===== config.mk =====
export PLATFORM = sky130hd
export DESIGN_NAME = amp_power_sequencer
export DESIGN_NICKNAME = d
export VERILOG_FILES = /design/src/rtl/amp_power_sequencer.sv
export SDC_FILE = /design/constraint.sdc
export NUM_CORES = 1
export LEC_CHECK = 0
export BUFFER_PORTS_ARGS = -buffer_cell sky130_fd_sc_hd__clkbuf_2
export CAP_MARGIN = 5
export CORE_UTILIZATION = 63
export CTS_CLUSTER_DIAMETER = 50
export DETAILED_ROUTE_END_ITERATION = 10
export HOLD_SLACK_MARGIN = 0.06
export MAX_ROUTING_LAYER = met4
export PLACE_DENSITY = 0.83
export SYNTH_ARGS = -nofsm -noshare
export SYNTH_HDL_FRONTEND = slang
export SYNTH_SLANG_ARGS = --single-unit

===== constraint.sdc =====
create_clock -name clk -period 7.01 [get_ports clk]
set_input_delay 0.701 -clock clk [delete_from_list [all_inputs] [get_ports clk]]
set_output_delay 0.701 -clock clk [all_outputs]
set_load 0.01 [all_outputs]

===== src/rtl/amp_power_sequencer.sv =====
// -----------------------------------------------------------------------------
// amp_power_sequencer
//
// Power / configuration / mute sequencer for an audio power amplifier with an
// I2C boot program. Brings the amp up (enable, settle, configure, unmute),
// holds it in RUN, and takes it down cleanly (mute dwell before power-off).
// A fault pin from the amp, or a configuration timeout, drops the amp into
// FAULT.
//
// Build option:
//   AMP_SEQ_RETRY_EN  defined   -> FAULT power-cycles the amp automatically
//                                  (T_OFF off-time, up to MAX_RETRY attempts;
//                                  the retry count clears only in OFF).
//                     undefined -> FAULT is latched until enable drops.
//
// Ports:
//   clk          in   system clock, rising edge
//   resetb       in   synchronous active-low reset
//   enable       in   level request to run the amplifier
//   cfg_done     in   one-cycle pulse: I2C boot program has been sent
//   amp_fault_n  in   asynchronous active-low fault pin from the amp
//   amp_en       out  amp enable / power pin
//   send_cfg     out  one-cycle pulse that starts the I2C config master
//   amp_mute_n   out  active-low mute (1 = playing)
//   fault        out  high while in FAULT
//   seq_state    out  current state encoding (see table)
//
// state       | meaning
// ------------+----------------------------------------------------------
// OFF      0  | amp unpowered, waiting for enable
// POWER_UP 1  | amp powered and muted, supply settling (T_SETTLE+1 cycles)
// CONFIG   2  | single cycle, pulses send_cfg
// WAIT_CFG 3  | waiting for cfg_done, T_CFG_TO+1 cycles before timeout
// UNMUTE_DLY 4| config done, muted dwell (T_MUTE+1 cycles)
// RUN      5  | amp playing
// FAULT    6  | amp unpowered, fault flagged
// SHUTDOWN 7  | muted dwell before power-off (T_MUTE+1 cycles)
// -----------------------------------------------------------------------------
module amp_power_sequencer #(
    parameter int unsigned T_SETTLE  = 1000,
    parameter int unsigned T_CFG_TO  = 4000,
    parameter int unsigned T_MUTE    = 500,
    parameter int unsigned T_OFF     = 2000,
    parameter int unsigned MAX_RETRY = 3
) (
    input  logic       clk,
    input  logic       resetb,
    input  logic       enable,
    input  logic       cfg_done,
    input  logic       amp_fault_n,
    output logic       amp_en,
    output logic       send_cfg,
    output logic       amp_mute_n,
    output logic       fault,
    output logic [2:0] seq_state
);

    typedef enum logic [2:0] {
        S_OFF        = 3'd0,
        S_POWER_UP   = 3'd1,
        S_CONFIG     = 3'd2,
        S_WAIT_CFG   = 3'd3,
        S_UNMUTE_DLY = 3'd4,
        S_RUN        = 3'd5,
        S_FAULT      = 3'd6,
        S_SHUTDOWN   = 3'd7
    } state_t;

    // Parameter sanity: timers are 16 bits, retry counter is 2 bits.
    if (T_SETTLE > 65535 || T_CFG_TO > 65535 || T_MUTE > 65535 || T_OFF > 65535) begin : g_bad_timer
        $error("amp_power_sequencer: timer parameter exceeds 16 bits");
    end
    if (MAX_RETRY > 3) begin : g_bad_retry
        $error("amp_power_sequencer: MAX_RETRY exceeds 2-bit retry counter");
    end

    state_t      state;
    state_t      state_next;
    logic [15:0] timer;
    logic [15:0] timer_load;
    logic        timer_zero;

    logic        fault_meta;
    logic        fault_meta2;
    logic        fault_sync;

    logic        amp_en_d;
    logic        send_cfg_d;
    logic        amp_mute_n_d;
    logic        fault_d;

    logic        retry_ok;

    // Two-flop synchronizer; the flops reset to 0, so fault_sync reads 1 for
    // two cycles after reset. That is harmless: it is only looked at from
    // WAIT_CFG onward, which is always many cycles away from OFF.
    always_ff @(posedge clk) begin
        if (!resetb) begin
            fault_meta  <= 1'b0;
            fault_meta2 <= 1'b0;
        end else begin
            fault_meta  <= amp_fault_n;
            fault_meta2 <= fault_meta;
        end
    end

    assign fault_sync = ~fault_meta2;
    assign timer_zero = (timer == 16'd0);

`ifdef AMP_SEQ_RETRY_EN
    logic [1:0] retry_cnt;

    assign retry_ok = (retry_cnt < 2'(MAX_RETRY));

    always_ff @(posedge clk) begin
        if (!resetb) begin
            retry_cnt <= 2'd0;
        end else if (state == S_OFF) begin
            retry_cnt <= 2'd0;
        end else if (state == S_FAULT && state_next == S_POWER_UP) begin
            retry_cnt <= retry_cnt + 2'd1;
        end
    end
`else
    assign retry_ok = 1'b0;
`endif

    // State register, timer and registered outputs.
    always_ff @(posedge clk) begin
        if (!resetb) begin
            state      <= S_OFF;
            timer      <= 16'd0;
            amp_en     <= 1'b0;
            send_cfg   <= 1'b0;
            amp_mute_n <= 1'b0;
            fault      <= 1'b0;
        end else begin
            state <= state_next;
            if (state_next != state) begin
                timer <= timer_load;
            end else if (!timer_zero) begin
                timer <= timer - 16'd1;
            end
            amp_en     <= amp_en_d;
            send_cfg   <= send_cfg_d;
            amp_mute_n <= amp_mute_n_d;
            fault      <= fault_d;
        end
    end

    // Next state. Dropping enable beats fault and timer events; in WAIT_CFG a
    // synchronized fault beats cfg_done, and cfg_done beats the timeout.
    always_comb begin
        state_next = state;
        case (state)
            S_OFF: begin
                if (enable) state_next = S_POWER_UP;
            end
            S_POWER_UP: begin
                if (!enable)         state_next = S_SHUTDOWN;
                else if (timer_zero) state_next = S_CONFIG;
            end
            S_CONFIG: begin
                if (!enable) state_next = S_SHUTDOWN;
                else         state_next = S_WAIT_CFG;
            end
            S_WAIT_CFG: begin
                if (!enable)         state_next = S_SHUTDOWN;
                else if (fault_sync) state_next = S_FAULT;
                else if (cfg_done)   state_next = S_UNMUTE_DLY;
                else if (timer_zero) state_next = S_FAULT;
            end
            S_UNMUTE_DLY: begin
                if (!enable)         state_next = S_SHUTDOWN;
                else if (fault_sync) state_next = S_FAULT;
                else if (timer_zero) state_next = S_RUN;
            end
            S_RUN: begin
                if (!enable)         state_next = S_SHUTDOWN;
                else if (fault_sync) state_next = S_FAULT;
            end
            S_FAULT: begin
                if (!enable)                     state_next = S_OFF;
                else if (timer_zero && retry_ok) state_next = S_POWER_UP;
            end
            S_SHUTDOWN: begin
                if (timer_zero) state_next = S_OFF;
            end
            default: state_next = S_OFF;
        endcase
    end

    // Outputs and timer reload are decoded from the next state so the
    // registered outputs line up with the state they belong to.
    always_comb begin
        amp_en_d     = 1'b0;
        send_cfg_d   = 1'b0;
        amp_mute_n_d = 1'b0;
        fault_d      = 1'b0;
        timer_load   = 16'd0;
        case (state_next)
            S_POWER_UP: begin
                amp_en_d   = 1'b1;
                timer_load = 16'(T_SETTLE);
            end
            S_CONFIG: begin
                amp_en_d   = 1'b1;
                send_cfg_d = 1'b1;
            end
            S_WAIT_CFG: begin
                amp_en_d   = 1'b1;
                timer_load = 16'(T_CFG_TO);
            end
            S_UNMUTE_DLY: begin
                amp_en_d   = 1'b1;
                timer_load = 16'(T_MUTE);
            end
            S_RUN: begin
                amp_en_d     = 1'b1;
                amp_mute_n_d = 1'b1;
            end
            S_FAULT: begin
                fault_d    = 1'b1;
                timer_load = 16'(T_OFF);
            end
            S_SHUTDOWN: begin
                amp_en_d   = 1'b1;
                timer_load = 16'(T_MUTE);
            end
            default: begin
                amp_en_d = 1'b0;
            end
        endcase
    end

    assign seq_state = state;

endmodule


Yosys cells after proc, flatten, opt, wreduce, memory -nomap -nowiden --
Index checks and enable logic that the tools add are counted.
Storage, ports and cells: logic and storage cells 52, flip-flop bits (word level) 25, output and inout port bits 7
Operators by class: reduce and logical (&&, ||, !) cells 4, $add $sub $neg 1, multiplexer cells 23, equal/unequal tests 16
Operator list (count):
- $pmux W12 S4 | 1
- $mux W3 | 15
- $mux W16 | 2
- $eq A3 B3 Y1 const B | 8
- $pmux W3 S8 | 1
- $logic_not A16 Y1 | 1
- $sub A16 B1 Y16 const B | 1
- $eq A3 B2 Y1 const B | 4
- $eq A3 B1 Y1 const B | 2
- $reduce_or A6 Y1 | 1
- $mux W1 | 4
- $logic_not A3 Y1 | 1
- $ne A3 B3 Y1 | 1
- $ne A2 B1 Y1 const B | 1
- $reduce_or A2 Y1 | 1

Depth between registers and ports, before layout --
Gate-level depths: netlist of run 1.
word-level depth 10, gate-level depth with buffers 10, depth with buffers taken out 8

Worst setup path before layout of run 1 --
OpenSTA, ideal clock, no wires.
path kind input-to-reg, start point in enable, end point reg timer[3], stages 7, setup time 0.070 ns, data required time 6.940 ns, setup slack 4.720 ns, buffers on the path 1, data arrival time 2.220 ns, cell sequence buf_2 inv_1 maj3_1 o21ai_0 a311oi_2 or4_1 a21oi_1
On the way: cells in the longest elaborated chain, start to end 6
RTL lines:
- start: declaration | line 48 | input logic enable,
- $mux W3, or another cell as far along | line 183 | if (!enable) state_next = S_OFF;
- $pmux W3 S8 * | line 155 | case (state)
- $eq A3 B3 Y1 | line 201 | case (state_next)
- $reduce_or A2 Y1 (no line)
- $pmux W12 S4 | line 201
- $mux W16 | line 139 | if (state_next != state) begin
- end signal: assignment | line 140 | timer <= timer_load;
- end signal: assignment | line 142 | timer <= timer - 16'd1;
- end: declaration | line 79 | logic [15:0] timer;
Mark *: on every way between the ends. The rest lies on a longest branch, timed or not. A chain may end at the register's enable or synchronous reset.

Final worst setup path of run 1 --
start point reg timer[0], end point reg timer[9]
On the way: cells in the longest elaborated chain, start to end 10
RTL lines:
- $logic_not A16 Y1 | line 108 | assign timer_zero = (timer == 16'd0);
- $mux W3 | line 171 | else if (timer_zero) state_next = S_FAULT;
- $mux W3 | line 170 | else if (cfg_done) state_next = S_UNMUTE_DLY;
- $mux W3 | line 169 | else if (fault_sync) state_next = S_FAULT;
- $mux W3 | line 168 | if (!enable) state_next = S_SHUTDOWN;
- $pmux W3 S8 | line 155
- $eq A3 B3 Y1 | line 201
- $reduce_or A2 Y1 (no line)
- $pmux W12 S4 | line 201
- $mux W16 | line 139
Several ways; a longest one is shown, not always the timed one. The select of a mux whose other input is x is not followed.

==> flow_summary.yaml, run 1 <==
synthesis:
  async_reset_ff_share_pct: 0
  synth_fp_nets: 178
  synthAdderAreaFrac_pct: 1.53
  ys_ff_latch: 25
  synth_area_um2: 1470
  netlist_instances: 172
  synth_top_family_by_area: "simple AND/OR/NAND/NOR gates"
  synth.mux.area_fraction_pct: 0.681
  synth-simple-area-share_pct: 31.0
  synth.distinct_cells: 49
  synth_compound_area_share_pct: 20.5
  yosysSeqAreaShare_pct: 34.0
  synth-edff-count: 0
  synth_xor_area_share_pct: 8.34
  synthFlopType: "dfxtp_1"
  syn_area_per_cell_um2: 8.55
  yosysWarnings: 0
final_layout:
  instances_no_fill: 208
  n_fill_cell: 186
  antenna_cells: 0
  utilization_pct: 70.1
  syn_to_final_growth_pct: 5.53
  nets: 187
  drive_above_1_share_pct: 12.8
drt:
  wirelength_um: 3260
  postRouteAntennaNets: 0
  vias: 1330
  drtIter0Drc: 56
  drt_pass1_iterations: 4
  routedWlPerCell_um: 15.6
  drc: 0
  avgViaCountPerCell: 6.39
clock_tree:
  clock-sinks: 25
  postCtsSetupBuffers: 0
  ctsHoldBuffers: 0
  clk_pin_slew_worst_paths_ps: 140
  htree_levels: 1
  clockBufferDepth: 2
  root_buffer: "clkbuf_4"
  cts_resized: 0
  insertion_delay_ps: 330
  cts_buffers: 3
  cts_tree: "yes"
placement:
  dp_hpwl_um: 2330
  gp_congestion: 0.895
  dp.cells: 204
  portBuffers: 11
  preCtsSetupSlack_ps: 4110
run:
  maxCapViolations: 0
grt:
  grt_max_degree: 18
  grt_util_all_layers_pct: 29.2
  grt_pass1_wl_um: 5410
  grt_pass1_vias: 1187
  overflow: 0
  antenna_found_initial: 0
sta:
  rsz0062_at_grt: "no"
  setup_violations: 0
  finalCritPeriodShare_pct: 42.3
  layout_setup_ws_ps: 4040
  tns_ps: 0
  fin_skew_ps: 4.84
  final_hold_viol_count: 0
  final_max_slew_viol_count: 0
  max_freq_mhz: 337
  slew_headroom_pct: 45.3
  worst_slew_pin_slew_ps: 816
  fin_crit_ps: 2970
floorplanning:
  die_y_um: 50.3
  dieWidth_um: 50.3
  ios: 12
  design.die.area_um2: 2530
  initial_utilization_pct: 66.5
  core_um2: 2210
  num_rows: 17
power_and_ir_drop:
  pwr-share-clk_pct: 8.6
  p_int_mw: 0.405
  p_per_area_nw_per_um2: 500
  p_comb_share_pct: 58.6
  switching_share_pct: 47.8
  ir_worst_vdd_uv: 292
  switchingPower_mw: 0.371
  pwr-share-seq_pct: 32.7
  p_leak_nw: 0.578
worst_setup_path:
  start_kind: "flip-flop"
  ff2ff_setup_slack_ps: 4040
  cp-end-kind: "flip-flop"
  cp_max_fo: 11
  crit_arrival_ps: 3200
  crit_type: "reg -> reg"
  worstPathRequired_ps: 7240
hold_path:
  hp-class: "reg -> reg"
outcome:
  status: "finished, final reports clean"
[registers in the layout (all words and copies together), names as in the netlist]
register,count
seq_state,3
fault_meta2,1
amp_mute_n,1
amp_en,1
fault,1
send_cfg,1
fault_meta,1
timer,16
[layer usage]
| metal | GRT usage, % | vias up | share of wire (%) |
|---|---|---|---|
| li1 | - | 651 | - |
| met3 | 5.15 | 8 | 6.5 |
| met1 | 39.1 | 619 | 46 |
| met2 | 42.4 | 52 | 45 |
| met5 | - | - | 0 |
| met4 | 13.9 | 0 | 1.8 |
[synth_stat cells (5+ instances only)]
cell type / instances / area, um^2
xnor2_1: 9 / 78.8
nor3_1: 6 / 30.0
nand2_1: 11 / 41.3
o32ai_1: 5 / 43.8
a21oi_1: 9 / 45.0
xor2_1: 5 / 43.8
nor2_1: 22 / 82.6
nand2b_1: 6 / 37.5
o21ai_0: 7 / 35.0
dfxtp_1: 25 / 500
[through the flow]
stage               power [mW]  hold WS (ps)  instance area (um^2)
detailed placement       0.701           446                  1530
global placement         0.689           417                  1530
global route             0.833           484                  1550
CTS                      0.769           476                  1550
finish                   0.776           477                  1550
floorplan                0.609           412                  1470
[final cells by class]
class	count	area (um^2)	area share (%)
inverter	4	15.0	0.968
clock buffer	4	26.3	1.69
multi-input combinational	135	912	58.8
sequential	25	500	32.3
timing repair buffer	12	62.6	4.03
tap	28	35.0	2.26
[power groups by stage]
| stage | clock [mW] | combinational [mW] | sequential (mW) |
|---|---|---|---|
| floorplan | 0 | 0.370 | 0.239 |
| global placement | 0 | 0.437 | 0.252 |
| detailed placement | 0 | 0.446 | 0.256 |
| CTS | 0.0666 | 0.451 | 0.252 |
| global route | 0.0711 | 0.501 | 0.261 |
| finish | 0.0668 | 0.455 | 0.254 |
[critical path, stage by stage, from the launching register on]
cell and delay (ps):
dfxtp_1 350, inv_1 100, ha_1 200, nor3b_4 290, nand4_1 450, and4b_1 400
a311oi_2 610, nor2_1 120, o311a_1 350
[worst paths after layout]
check | from | to | cells after the start
setup / recovery | timer[0] | timer[9] | 8
hold / removal | fault_meta | fault_meta2 | 1
setup reg to reg | timer[0] | timer[9] | 8
hold reg to reg | fault_meta | fault_meta2 | 1
[kinds of logic (layout without fill, tap and decap cells)]
logic type / count (synthesis) / in the layout
simple gates: 78 / 78
compound gates: 40 / 40
xor+xnor: 14 / 14
mux: 1 / 1
buf+inv: 12 / 20
fa+ha+maj: 2 / 2
flops: 25 / 25
[cell usage in the layout (no fill, tap or decap), types with 5 or more instances in the layout]
| master | n |
|---|---|
| xnor2_1 | 9 |
| o32ai_1 | 5 |
| nand2_1 | 11 |
| dfxtp_1 | 25 |
| nor3_1 | 6 |
| o21ai_0 | 7 |
| nor2_1 | 22 |
| a21oi_1 | 9 |
| nand2b_1 | 6 |
| xor2_1 | 5 |
| clkbuf_2 | 11 |
(Power assumes the default switching activity.)
==> run 2: changes to the inputs <==
--- a/config.mk
+++ b/config.mk
@@ -5,14 +5,15 @@
 export SDC_FILE = /design/constraint.sdc
 export NUM_CORES = 1
 export LEC_CHECK = 0
+export ABC_AREA = 1
 export BUFFER_PORTS_ARGS = -buffer_cell sky130_fd_sc_hd__clkbuf_2
 export CAP_MARGIN = 5
-export CORE_UTILIZATION = 63
+export CORE_UTILIZATION = 59
 export CTS_CLUSTER_DIAMETER = 50
 export DETAILED_ROUTE_END_ITERATION = 10
 export HOLD_SLACK_MARGIN = 0.06
 export MAX_ROUTING_LAYER = met4
-export PLACE_DENSITY = 0.83
+export PLACE_DENSITY = 0.78
 export SYNTH_ARGS = -nofsm -noshare
 export SYNTH_HDL_FRONTEND = slang
 export SYNTH_SLANG_ARGS = --single-unit
==> constraint.sdc (replaced) <==
create_clock -name clk -period 2.8 [get_ports clk]
set_input_delay 0.28 -clock clk [delete_from_list [all_inputs] [get_ports clk]]
set_output_delay 0.28 -clock clk [all_outputs]
set_load 0.01 [all_outputs]
==> run 2 against run 1 <==
Against the previous run: routed wire length rose by 3.7%; clock skew fell by 1.6 ps; critical path type unchanged; die area rose by 19%.
==> flow_summary.yaml, run 2 <==
synthesis:
  synth_top_cell_by_area: "dfxtp_1"
  synth-edff-count: 0
  synth_top_area_share_pct: 30.3
  ys_ff_latch: 25
  netlist_instances: 210
  synthTopCellsByCount: "nand2_1 (42), dfxtp_1 (25), nor2_1 (21)"
  syn_area_per_cell_um2: 7.87
  synthTopCellsByArea: "dfxtp_1 (30%), nand2_1 (9.5%), nand3_1 (5.1%)"
  synthFlopType: "dfxtp_1"
  synth_fp_nets: 216
  synth_area_um2: 1650
  async_reset_ff_share_pct: 0
  yosysMostFrequentCell: "nand2_1"
  synth.distinct_cells: 32
  yosysWarnings: 0
  yosysSeqAreaShare_pct: 30.3
worst_setup_path:
  worstPathRequired_ps: 3050
  cp_slowest_stage_delay_ps: 330
  crit_type: "reg -> reg"
  start_kind: "flip-flop"
  crit_buf_inv: 2
  cp_max_fo: 9
  cp-end-kind: "flip-flop"
  cpLargestDelayFamily: "simple AND/OR/NAND/NOR gates"
  crit_arrival_ps: 2420
  ff2ff_setup_slack_ps: 640
  cp_slowest_cell: "dfxtp_1"
  cp_cell_sequence: "inv_1 -> ha_1 -> nand2_4 -> nor2_4 -> nand2_4 -> nand2_4 -> nand4_1 -> inv_2 -> nand3_1 -> nand3_1 -> nand2_1 -> a21oi_1"
  cp_common_cell: "nand2_4"
sta:
  fin_skew_ps: 3.28
  finalCritPeriodShare_pct: 77.3
  tns_ps: 0
  worst_slew_pin_slew_ps: 746
  final_max_slew_viol_count: 0
  layout_setup_ws_ps: 636
  fin_crit_ps: 2160
  rsz0062_at_grt: "no"
  setup_violations: 0
  max_freq_mhz: 462
  final_hold_viol_count: 0
  slew_headroom_pct: 49.8
drt:
  routedWlPerCell_um: 13.2
  avgViaCountPerCell: 5.57
  drtIter0Drc: 63
  wirelength_um: 3370
  postRouteAntennaNets: 0
  drc: 0
  drt_pass1_iterations: 4
  vias: 1420
floorplanning:
  core_um2: 2570
  num_rows: 18
  design.die.area_um2: 3020
  dieWidth_um: 54.9
  ios: 12
  initial_utilization_pct: 64.4
  die_y_um: 54.9
grt:
  met1_usage_pct: 37.7
  globalRouteMet3Util_pct: 3.28
  busiest_layer: "met2"
  met2_usage_pct: 38.2
  grt_pass1_wl_um: 5310
  grt_util_all_layers_pct: 26.1
  overflow: 0
  antenna_found_initial: 0
  grt_pass1_vias: 1170
  grt_max_degree: 14
placement:
  dp_hpwl_um: 2720
  preCtsSetupSlack_ps: 688
  gp_congestion: 1.03
  dpl_cell_area_um2: 1750
  portBuffers: 11
run:
  maxCapViolations: 0
final_layout:
  syn_to_final_growth_pct: 7.19
  stdcell_area_um2: 1770
  layout_common_cells: "nand2_1 (42), dfxtp_1 (25), nor2_1 (21), nand3_1 (17), inv_1 (14)"
  nets: 232
  final_common_cell: "nand2_1"
  largest_reg_flops: 16
  drive_above_1_share_pct: 28.0
  regMostFlops: "timer"
  antenna_cells: 0
  utilization_pct: 69.0
clock_tree:
  cts_buffers: 3
  insertion_delay_ps: 320
  ctsHoldBuffers: 0
  root_buffer: "clkbuf_4"
  clk_pin_slew_worst_paths_ps: 130
  clock-sinks: 25
  cts_tree: "yes"
  cts_resized: 0
  clockBufferDepth: 2
  postCtsSetupBuffers: 0
  htree_levels: 1
outcome:
  status: "finished, final reports clean"
hold_path:
  hp-class: "in -> reg"
## run 2: cell count changes in the layout (fill, tap and decap cells not counted), sizes merged, moves of 6 or more
cell / before / now
nand3: 4 / 20
nor4: 7 / 1
nor2: 22 / 34
inv: 4 / 16
nand2: 11 / 60
nand2b: 6 / 0
## run 2: logic make-up (layout without fill, tap and decap cells)
kind of cell	count (synthesis)	after routing	share of synthesized area, %
AND/OR/NAND/NOR	133	133	48.0
flip-flops	25	25	30.3
XOR/XNOR	12	12	6.36
AO/OA/AOI/OAI	21	21	9.61
adder cells (fa/ha/maj)	1	1	0.757
buffers and inverters	18	33	5.00
## run 2: final timing paths
| check | start | end | cells past startpoint |
|---|---|---|---|
| hold / removal | amp_fault_n | fault_meta | 3 |
| setup reg to reg | timer[0] | timer[5] | 12 |
| hold reg to reg | fault_meta | fault_meta2 | 2 |
| setup / recovery | timer[0] | timer[5] | 12 |
## run 2: per-stage QoR
stage | cells | hold slack [ps]
floorplan | 210 | 373
global placement | 251 | 398
detailed placement | 251 | 397
CTS | 255 | 138
global route | 255 | 129
finish | 255 | 135
## run 2: worst reg2reg max path: stages, from the launching register on
cell and delay, ps:
dfxtp_1 330, inv_1 100, ha_1 300, nand2_4 100, nor2_4 130, nand2_4 100, nand2_4 110, nand4_1 240
inv_2 190, nand3_1 150, nand3_1 140, nand2_1 70, a21oi_1 140
## run 2: layout make-up
| type | instances | area [um^2] |
|---|---|---|
| repair buffers | 11 | 55.1 |
| inverters | 18 | 82.6 |
| flip-flops and latches | 25 | 500 |
| multi-input cells | 167 | 1070 |
| clock buffers | 4 | 26.3 |
| well taps | 30 | 37.5 |
| fillers | 228 | 796 |
## run 2: per-layer routing
metal  part of all wire (%)  routed length [um]
met5                      0                   0
met1                     48                1610
met2                     43                1460
met4                   0.95                  32
met3                    8.3                 279
Power of run 2 is not shown: default switching activity piles up to over one toggle a cycle in this logic, so the estimate is an artifact.
==> run 3: changes to the inputs <==
==> constraint.sdc (replaced) <==
create_clock -name clk -period 2.3 [get_ports clk]
set_input_delay 0.23 -clock clk [delete_from_list [all_inputs] [get_ports clk]]
set_output_delay 0.23 -clock clk [all_outputs]
set_load 0.01 [all_outputs]
==> run 3 against run 2 <==
Against the previous run: critical path depth grew 3; highest routed layer unchanged; routed wire length grew 4.1%; count of clock-buffer cells in the layout did not move.
==> flow_summary.yaml, run 3 (synthesis results as in run 2) <==
clock_tree:
  htree_levels: 1
  clockBufferDepth: 2
  root_buffer: "clkbuf_4"
  cts_buffers: 3
  clk_pin_slew_worst_paths_ps: 140
  ctsHoldBuffers: 0
  cts_resized: 0
  postCtsSetupBuffers: 0
  insertion_delay_ps: 330
  cts_tree: "yes"
  clock-sinks: 25
sta:
  finalCritPeriodShare_pct: 92.8
  worst_slew_pin_slew_ps: 428
  final_hold_viol_count: 0
  fin_crit_ps: 2130
  layout_setup_ws_ps: 166
  fin_skew_ps: 5.53
  tns_ps: 0
  final_max_slew_viol_count: 0
  max_freq_mhz: 469
  slew_headroom_pct: 71.3
  rsz0062_at_grt: "no"
  setup_violations: 0
final_layout:
  n_fill_cell: 206
  stdcell_area_um2: 1780
  final_common_cell: "nand2_1"
  drive_above_1_share_pct: 28.8
  antenna_cells: 0
  largest_reg_flops: 16
  regMostFlops: "timer"
  syn_to_final_growth_pct: 7.80
  utilization_pct: 69.4
  layout_common_cells: "nand2_1 (42), dfxtp_1 (25), nor2_1 (21), nand3_1 (17), inv_1 (14)"
  nets: 233
worst_setup_path:
  cp-end-kind: "flip-flop"
  worstPathRequired_ps: 2530
  cp_slowest_cell: "dfxtp_1"
  cp_slowest_stage_delay_ps: 340
  start_kind: "flip-flop"
  crit_type: "reg -> reg"
  crit_arrival_ps: 2370
  cp_cell_sequence: "inv_1 -> ha_2 -> nand2_4 -> nor2_4 -> nand2_4 -> nand2_4 -> nand3_1 -> nor2_1 -> nor2_1 -> nand2_2 -> clkinv_2 -> nand2_8 -> nand2_1 -> o21ai_1 -> nor2_1"
  cp_max_fo: 10
floorplanning:
  num_rows: 18
  initial_utilization_pct: 64.4
  ios: 12
  dieWidth_um: 54.9
  design.die.area_um2: 3020
  core_um2: 2570
  die_y_um: 54.9
placement:
  preCtsSetupSlack_ps: 159
  dp_hpwl_um: 2680
  portBuffers: 11
  dpl_cell_area_um2: 1750
  gp_congestion: 1.04
run:
  maxCapViolations: 0
grt:
  grt_pass1_vias: 1215
  grt_pass1_wl_um: 5670
  overflow: 0
  grt_max_degree: 14
  grt_util_all_layers_pct: 27.4
  antenna_found_initial: 0
drt:
  drtIter0Drc: 49
  drc: 0
  avgViaCountPerCell: 5.65
  postRouteAntennaNets: 0
  vias: 1447
  wirelength_um: 3510
  routedWlPerCell_um: 13.7
  drt_pass1_iterations: 4
outcome:
  status: "finished, final reports clean"
hold_path:
  hp-class: "in -> reg"
[run 3: path summary, 6_finish.rpt]
kind / start / endpoint / slack (ps) / cells past startpoint
max: timer[0] / timer[11] / 170 / 15
max reg2reg: timer[0] / timer[11] / 170 / 15
min: amp_fault_n / fault_meta / 70 / 3
min reg2reg: fault_meta / fault_meta2 / 430 / 2
[run 3: through the flow]
stage / hold slack [ps] / instances
floorplan: 323 / 210
global placement: 398 / 252
detailed placement: 395 / 252
CTS: 68.3 / 256
global route: 67.1 / 256
finish: 74.9 / 256
[run 3: cell type report]
| class | count | area [um^2] | area share [%] |
|---|---|---|---|
| Clock buffer | 4 | 26.3 | 1.47 |
| Inverter | 18 | 82.6 | 4.63 |
| Tap cell | 30 | 37.5 | 2.11 |
| Multi-Input combinational cell | 167 | 1070 | 60.2 |
| Timing Repair Buffer | 12 | 62.6 | 3.51 |
| Sequential cell | 25 | 500 | 28.1 |
[run 3: critical path, delay by kind of cell (launching register included)]
kind	cells	cell delay, ps
buffers and inverters	2	290
flip-flops	1	340
AO/OA/AOI/OAI	1	100
AND/OR/NAND/NOR	11	1040
adder cells (fa/ha/maj)	1	250
[run 3: metal layers]
layer	wire length [um]	track usage (%)	up-vias	share of wire, %
li1	-	-	723	-
met2	1470	39.4	66	42
met3	262	3.28	5	7.5
met1	1730	40.9	653	49
met5	0	-	-	0
met4	46	5.42	0	1.3
Power of run 3 is left out for the same reason.
